## config.mk

```make
export PLATFORM = sky130hd
export DESIGN_NAME = id_ex_stage
export DESIGN_NICKNAME = d
export VERILOG_FILES = /design/src/rtl/id_ex_stage.sv
export SDC_FILE = /design/constraint.sdc
export NUM_CORES = 1
export LEC_CHECK = 0
export BUFFER_PORTS_ARGS = -buffer_cell sky130_fd_sc_hd__buf_2
export CORE_AREA = 5 5 128 130
export CTS_BUF_LIST = sky130_fd_sc_hd__clkbuf_4
export CTS_CLUSTER_SIZE = 30
export DETAILED_ROUTE_END_ITERATION = 10
export DIE_AREA = 0 0 133 135
export GPL_ROUTABILITY_DRIVEN = 0
export PLACE_DENSITY_LB_ADDON = 0.15
export SLEW_MARGIN = 40
export SYNTH_ARGS = -nofsm -noshare
export SYNTH_HDL_FRONTEND = slang
export SYNTH_SLANG_ARGS = --single-unit
```

## constraint.sdc

```tcl
create_clock -name clk -period 2.5 [get_ports clk]
set_input_delay 0 -clock clk [delete_from_list [all_inputs] [get_ports clk]]
set_output_delay 0 -clock clk [all_outputs]
set_load 0.01 [all_outputs]
```

## src/rtl/id_ex_stage.sv

```systemverilog
// id_ex_stage: MIPS decode/issue stage with ID/EX pipeline register and load-use bubble insertion.
// Optional macro ID_STALL_CNT_EN adds a wrapping load-use stall counter on stall_count.
module id_ex_stage #(
  parameter logic [31:0] NOP_PC = 32'h0,
  parameter int unsigned CNT_W  = 32
) (
  input  logic             clk,
  input  logic             reset,
  input  logic             if_valid,
  input  logic [31:0]      if_instr,
  input  logic [31:0]      if_pc,
  output logic             id_ready,
  output logic [4:0]       rf_addr1,
  output logic [4:0]       rf_addr2,
  input  logic [31:0]      rf_data1,
  input  logic [31:0]      rf_data2,
  input  logic             ex_stall,
  input  logic             flush,
  output logic             ex_valid,
  output logic [31:0]      ex_pc,
  output logic [5:0]       ex_opcode,
  output logic [5:0]       ex_funct,
  output logic [4:0]       ex_shamt,
  output logic [4:0]       ex_rs,
  output logic [4:0]       ex_rt,
  output logic [31:0]      ex_rs_val,
  output logic [31:0]      ex_rt_val,
  output logic [31:0]      ex_imm,
  output logic [4:0]       ex_dest,
  output logic             ex_reg_write,
  output logic             ex_mem_read,
  output logic             ex_mem_write,
  output logic [CNT_W-1:0] stall_count
);
  typedef struct packed {
    logic [31:0] pc;
    logic [5:0]  op;
    logic [5:0]  funct;
    logic [4:0]  shamt;
    logic [4:0]  rs;
    logic [4:0]  rt;
    logic [31:0] rs_val;
    logic [31:0] rt_val;
    logic [31:0] imm;
    logic [4:0]  dest;
  } data_t;
  typedef struct packed {
    logic valid;
    logic reg_write;
    logic mem_read;
    logic mem_write;
  } ctl_t;
  logic [5:0] op, fn;
  logic [4:0] rs, rt, dest;
  logic       rw, uses_rs, uses_rt, hazard, take, hold;
  data_t      data_q, data_d, data_new;
  ctl_t       ctl_q, ctl_d, ctl_new;
  assign op       = if_instr[31:26];
  assign fn       = if_instr[5:0];
  assign rs       = if_instr[25:21];
  assign rt       = if_instr[20:16];
  assign rf_addr1 = rs;
  assign rf_addr2 = rt;
  assign dest = op == 6'h00 ? if_instr[15:11] : op == 6'h03 ? 5'd31 : rt;
  assign rw   = ((op == 6'h00 && fn != 6'h08) || op == 6'h03 ||
                 op inside {[6'h08:6'h0f]} || op == 6'h23) && dest != 5'd0;
  assign uses_rs = !(op inside {6'h02, 6'h03, 6'h0f});
  assign uses_rt = op inside {6'h00, 6'h04, 6'h05, 6'h2b};
  // Only a load still sitting in ID/EX can produce a value too late for forwarding
  assign hazard = if_valid && ctl_q.valid && ctl_q.mem_read && data_q.dest != 5'd0 &&
                  ((uses_rs && data_q.dest == rs) || (uses_rt && data_q.dest == rt));
  assign id_ready = !ex_stall && !hazard && !flush;
  assign take     = id_ready && if_valid;
  assign hold     = !flush && ex_stall;
  always_comb begin
    data_new = '{
      pc:     if_pc,
      op:     op,
      funct:  fn,
      shamt:  if_instr[10:6],
      rs:     rs,
      rt:     rt,
      rs_val: rf_data1,
      rt_val: rf_data2,
      imm:    op inside {6'h0c, 6'h0d, 6'h0e} ? {16'h0, if_instr[15:0]}
                                              : {{16{if_instr[15]}}, if_instr[15:0]},
      dest:   dest
    };
    ctl_new = '{valid: 1'b1, reg_write: rw, mem_read: op == 6'h23, mem_write: op == 6'h2b};
    data_d  = take ? data_new : data_q;
    ctl_d   = hold ? ctl_q : take ? ctl_new : '0;
  end
  always_ff @(posedge clk) begin
    if (!reset) begin
      data_q <= '{pc: NOP_PC, default: '0};
      ctl_q  <= '0;
    end else begin
      data_q <= data_d;
      ctl_q  <= ctl_d;
    end
  end
`ifdef ID_STALL_CNT_EN
  logic [CNT_W-1:0] cnt_q;
  always_ff @(posedge clk) begin
    cnt_q <= !reset ? '0 : (hazard && !flush && !ex_stall) ? cnt_q + CNT_W'(1) : cnt_q;
  end
  assign stall_count = cnt_q;
`else
  assign stall_count = '0;
`endif
  assign ex_valid     = ctl_q.valid;
  assign ex_reg_write = ctl_q.reg_write;
  assign ex_mem_read  = ctl_q.mem_read;
  assign ex_mem_write = ctl_q.mem_write;
  assign ex_pc        = data_q.pc;
  assign ex_opcode    = data_q.op;
  assign ex_funct     = data_q.funct;
  assign ex_shamt     = data_q.shamt;
  assign ex_rs        = data_q.rs;
  assign ex_rt        = data_q.rt;
  assign ex_rs_val    = data_q.rs_val;
  assign ex_rt_val    = data_q.rt_val;
  assign ex_imm       = data_q.imm;
  assign ex_dest      = data_q.dest;
endmodule
```

==> impl_results.md <==
- Outcome: finished clean
- # Post-CTS Setup Buffers: 0
- Register area share after synthesis: between 40% and 50%
- Setup slack of the critical path after layout: between 0.1 and 0.15 ns
- Path class of the lowest-slack min-delay path: input port to flop
- Delay contributed by the slowest stage of the critical path: approximately 0.57 ns
- Top cell family by delay on the critical path: buffers and inverters
- Number of nets in the final layout: approximately 1300
- Master of the slowest instance on the critical path: sky130_fd_sc_hd__dlygate4sd3_1
- Capture instance of the worst register-to-register path: ex_rs_val[23]
- Capturing element of the worst setup path: ex_rs_val[23]
- Die H: around 140 um
- Flip-flop and latch count after synthesis: approximately 140
- DR DRC count: 0
- Final cell count without fillers: approximately 1300
- Critical Path Start Type: flop
- Via count of the first global-routing pass: 6120
- Number of vias per cell: ~4.6
- Overall die area: 0.01796 mm2
- Synthesized netlist cell count: between 700 and 800
- Most common cell after layout, fill and taps aside: sky130_fd_sc_hd__buf_2
- Initial antenna violation count: 1
- Static leakage power: 4.582 nW
- Commonest cells after routing, fill and taps aside: sky130_fd_sc_hd__buf_2 (306), sky130_fd_sc_hd__nand2_1 (266), sky130_fd_sc_hd__dlygate4sd3_1 (175)
- Hold Crit Depth: 4
- Type of the worst setup path: flop to flop
- Rows: 45
- Critical Path Start: ex_dest[4]
- CP Data Required Time: between 2 and 3 ns
- Placeable core area: 0.01503 mm2
- Endpoint class of the critical path: flop
- Share of layout cells above drive strength 1: between 20% and 30%
- Startpoint of the worst register-to-register path: ex_dest[4]
- Highest net fanout along the worst path: 27
- R2r worst-path depth: 7
- Upper clock frequency limit: 422.2 MHz
- Sum of negative setup slack: 0 ns
- Final setup violation count: 0
- Pre-CTS setup slack: approximately 0.65 ns
- First-iteration detailed-routing DRC count: between 200 and 300
- Clock transition at path regs: approximately 0.11 ns
- Placed cell count: 1137
- Routed vias: between 6000 and 7000
- Final Power: 4.435 mW
- Final core utilization: about 64%
- Peak supply drop: around 0.26 mV
- Area added between synthesis and finish: 51.70%
- Number of buffers created by CTS: 17
- Worst slew margin: a little under three fifths
- Max-slew violations: 0
- WP data arrival: between 2 and 3 ns
- Final hold violations: 0
- Unrepaired setup endpoints after global routing: no
- Sum of routed wire length over all layers: between 20000 and 25000 um
- Average size of a mapped cell: approximately 8.7 um2
- List of cells traversed by the critical path: xor2_1 > nor3_1 > nand4_1 > and4_4 > buf_16 > mux2i_1 > dlygate4sd3_1
- Clock latency reported for the late side of the worst-skew pair: 0.52 ns
- Pin count of the biggest net entering global routing: between 150 and 200
- Clock root buffer master: sky130_fd_sc_hd__clkbuf_4
- Max-cap viol count: 0
- Number of sinks handled by clock tree synthesis: about 140
- Initial core utilization: 41.96%
- Gr ovfl total: 0
- Global-route wire length before repair: slightly above 30000 um
- Total I/O pin count: 340
- Min Clock Period, post-route: roughly 2.4 ns
- Number of H-tree levels: 4
- Pwr Density: around 460 mW/mm2
- Wire length per cell after detailed routing: around 15 um
- Distinct cells, synth: 37
- CTS tree: built
- Worst-Margin Slew: between 0.6 and 0.7 ns
- Horiz. Die Dim: roughly 130 um
- Total Routing Usage GR: a little over a fifth
- Max Buffers Root-to-Sink: 2
- HPWL Detailed: ~13000 um
- Antenna viol nets, final: 0
- Bufs and invs on worst path: 2
- Synth Cell Area: roughly 0.0063 mm2
- Port Buffers: a little over 300
- R2R Setup Slk: 0.13 ns
- Worst setup skew after layout: 0.01237 ns
- Post-route fraction of the period consumed by the critical path: a little over nine tenths
- Drt first pass iters: 6
- Yosys Warn Count: 0
- Cell count along the critical path: 7
[cell type report]
cell class              instances  area, um2
repair buffers                488       3417
diodes                          1      2.502
flip-flops and latches        138       2763
fillers                      1307       5465
well taps                     188      235.2
clock inverters                10      78.83
inverters                       2      7.507
multi-input cells             497       2907
clock buffers                  21      157.7
[worst min path at each step]
stage,startpoint,end
floorplan,if_instr[21],rf_addr1[0]
global placement,if_instr[22],rf_addr1[1]
global route,if_pc[19],ex_pc[19]
finish,rf_data2[11],ex_rt_val[11]
CTS,if_pc[5],ex_pc[5]
detailed placement,if_instr[7],ex_imm[7]
[registers in the layout, summed over array words and instances, names as in the netlist]
signal and count:
ex_imm 17, ex_valid 1, ex_mem_write 1, ex_dest 5
ex_opcode 6, ex_rt 5, ex_rt_val 32, ex_pc 32
ex_rs 5, ex_rs_val 32, ex_reg_write 1, ex_mem_read 1
[what timing repair did]
item | in CTS | in global routing
hold buffers | 175 | 0
resized for setup | 0 | 1
hold endpoints to repair | 138 | 0
setup endpoints to repair | 0 | 15
[synthesized netlist by cell type]
| master | count | area, um2 |
|---|---|---|
| sky130_fd_sc_hd__nand2_1 | 266 | 998.5 |
| sky130_fd_sc_hd__dfxtp_1 | 138 | 2763 |
| sky130_fd_sc_hd__mux2i_1 | 134 | 1341 |
| sky130_fd_sc_hd__buf_4 | 68 | 510.5 |
| sky130_fd_sc_hd__clkbuf_1 | 31 | 116.4 |
| sky130_fd_sc_hd__xor2_1 | 11 | 96.34 |
| sky130_fd_sc_hd__buf_2 | 10 | 50.05 |
| sky130_fd_sc_hd__nor2_1 | 7 | 26.28 |
| sky130_fd_sc_hd__buf_6 | 6 | 67.56 |
| sky130_fd_sc_hd__nand3_1 | 6 | 30.03 |
| sky130_fd_sc_hd__o22ai_1 | 5 | 31.28 |
| sky130_fd_sc_hd__nand4_1 | 4 | 25.02 |
| sky130_fd_sc_hd__or3_1 | 4 | 25.02 |
| sky130_fd_sc_hd__nor3_1 | 3 | 15.01 |
| sky130_fd_sc_hd__o221ai_1 | 3 | 26.28 |
| sky130_fd_sc_hd__and3b_1 | 2 | 17.52 |
| sky130_fd_sc_hd__inv_1 | 2 | 7.510 |
| sky130_fd_sc_hd__o21bai_1 | 2 | 15.01 |
| sky130_fd_sc_hd__or4_1 | 2 | 15.01 |
| sky130_fd_sc_hd__a21oi_1 | 1 | 5.000 |
| sky130_fd_sc_hd__a22oi_1 | 1 | 7.510 |
| sky130_fd_sc_hd__a32o_1 | 1 | 10.01 |
| sky130_fd_sc_hd__a32oi_1 | 1 | 8.760 |
| sky130_fd_sc_hd__and2_1 | 1 | 6.260 |
| sky130_fd_sc_hd__and2b_1 | 1 | 7.510 |
| sky130_fd_sc_hd__and3_1 | 1 | 6.260 |
| sky130_fd_sc_hd__and4_1 | 1 | 8.760 |
| sky130_fd_sc_hd__clkbuf_2 | 1 | 5.000 |
| sky130_fd_sc_hd__conb_1 | 1 | 3.750 |
| sky130_fd_sc_hd__nand2b_1 | 1 | 6.260 |
| sky130_fd_sc_hd__nor4_1 | 1 | 6.260 |
| sky130_fd_sc_hd__o211ai_1 | 1 | 7.510 |
| sky130_fd_sc_hd__o21a_1 | 1 | 7.510 |
| sky130_fd_sc_hd__o21ai_0 | 1 | 5.000 |
| sky130_fd_sc_hd__o31ai_1 | 1 | 7.510 |
| sky130_fd_sc_hd__or4_4 | 1 | 11.26 |
| sky130_fd_sc_hd__or4b_2 | 1 | 10.01 |
[worst min-delay path, cell delays in order]
cell and delay [ns]:
sky130_fd_sc_hd__dlygate4sd3_1 0.52, sky130_fd_sc_hd__buf_2 0.12, sky130_fd_sc_hd__nand2_1 0.04, sky130_fd_sc_hd__mux2i_1 0.05
[where the power goes]
part	internal (mW)	total, mW	switching (mW)
logic	0.428	0.825	0.398
clock network	0.518	1.29	0.775
registers	2.27	2.32	0.0435
[per-layer routing]
layer	vias to the layer above	part of all wire [%]	global-route usage (%)
met5	-	0	0
met4	0	3.7	10.51
met3	54	8.1	7.191
met2	259	49	37.30
met1	2774	39	23.19
li1	3090	-	-
[cell families (layout without fill, tap and decap cells)]
| kind of cell | count (synthesis) | count (layout) | share of synthesized area, % |
|---|---|---|---|
| compound gates | 18 | 18 | 2.083 |
| xor+xnor | 11 | 11 | 1.527 |
| buf+inv | 118 | 521 | 12.00 |
| flops | 138 | 138 | 43.80 |
| mux | 134 | 134 | 21.27 |
| other cells | 1 | 33 | 0.05945 |
| simple gates | 302 | 302 | 19.26 |
[stage by stage]
| step | cell area [um2] | hold WS [ns] |
|---|---|---|
| final | 9568 | 0.2519 |
| after global routing | 9568 | 0.2006 |
| after CTS | 9533 | 0.1894 |
| after detailed placement | 7545 | 0.2516 |
| after global placement | 7545 | 0.2490 |
| after floorplan | 6424 | 0.09177 |
No activity file was read; power rests on OpenSTA's default activity.
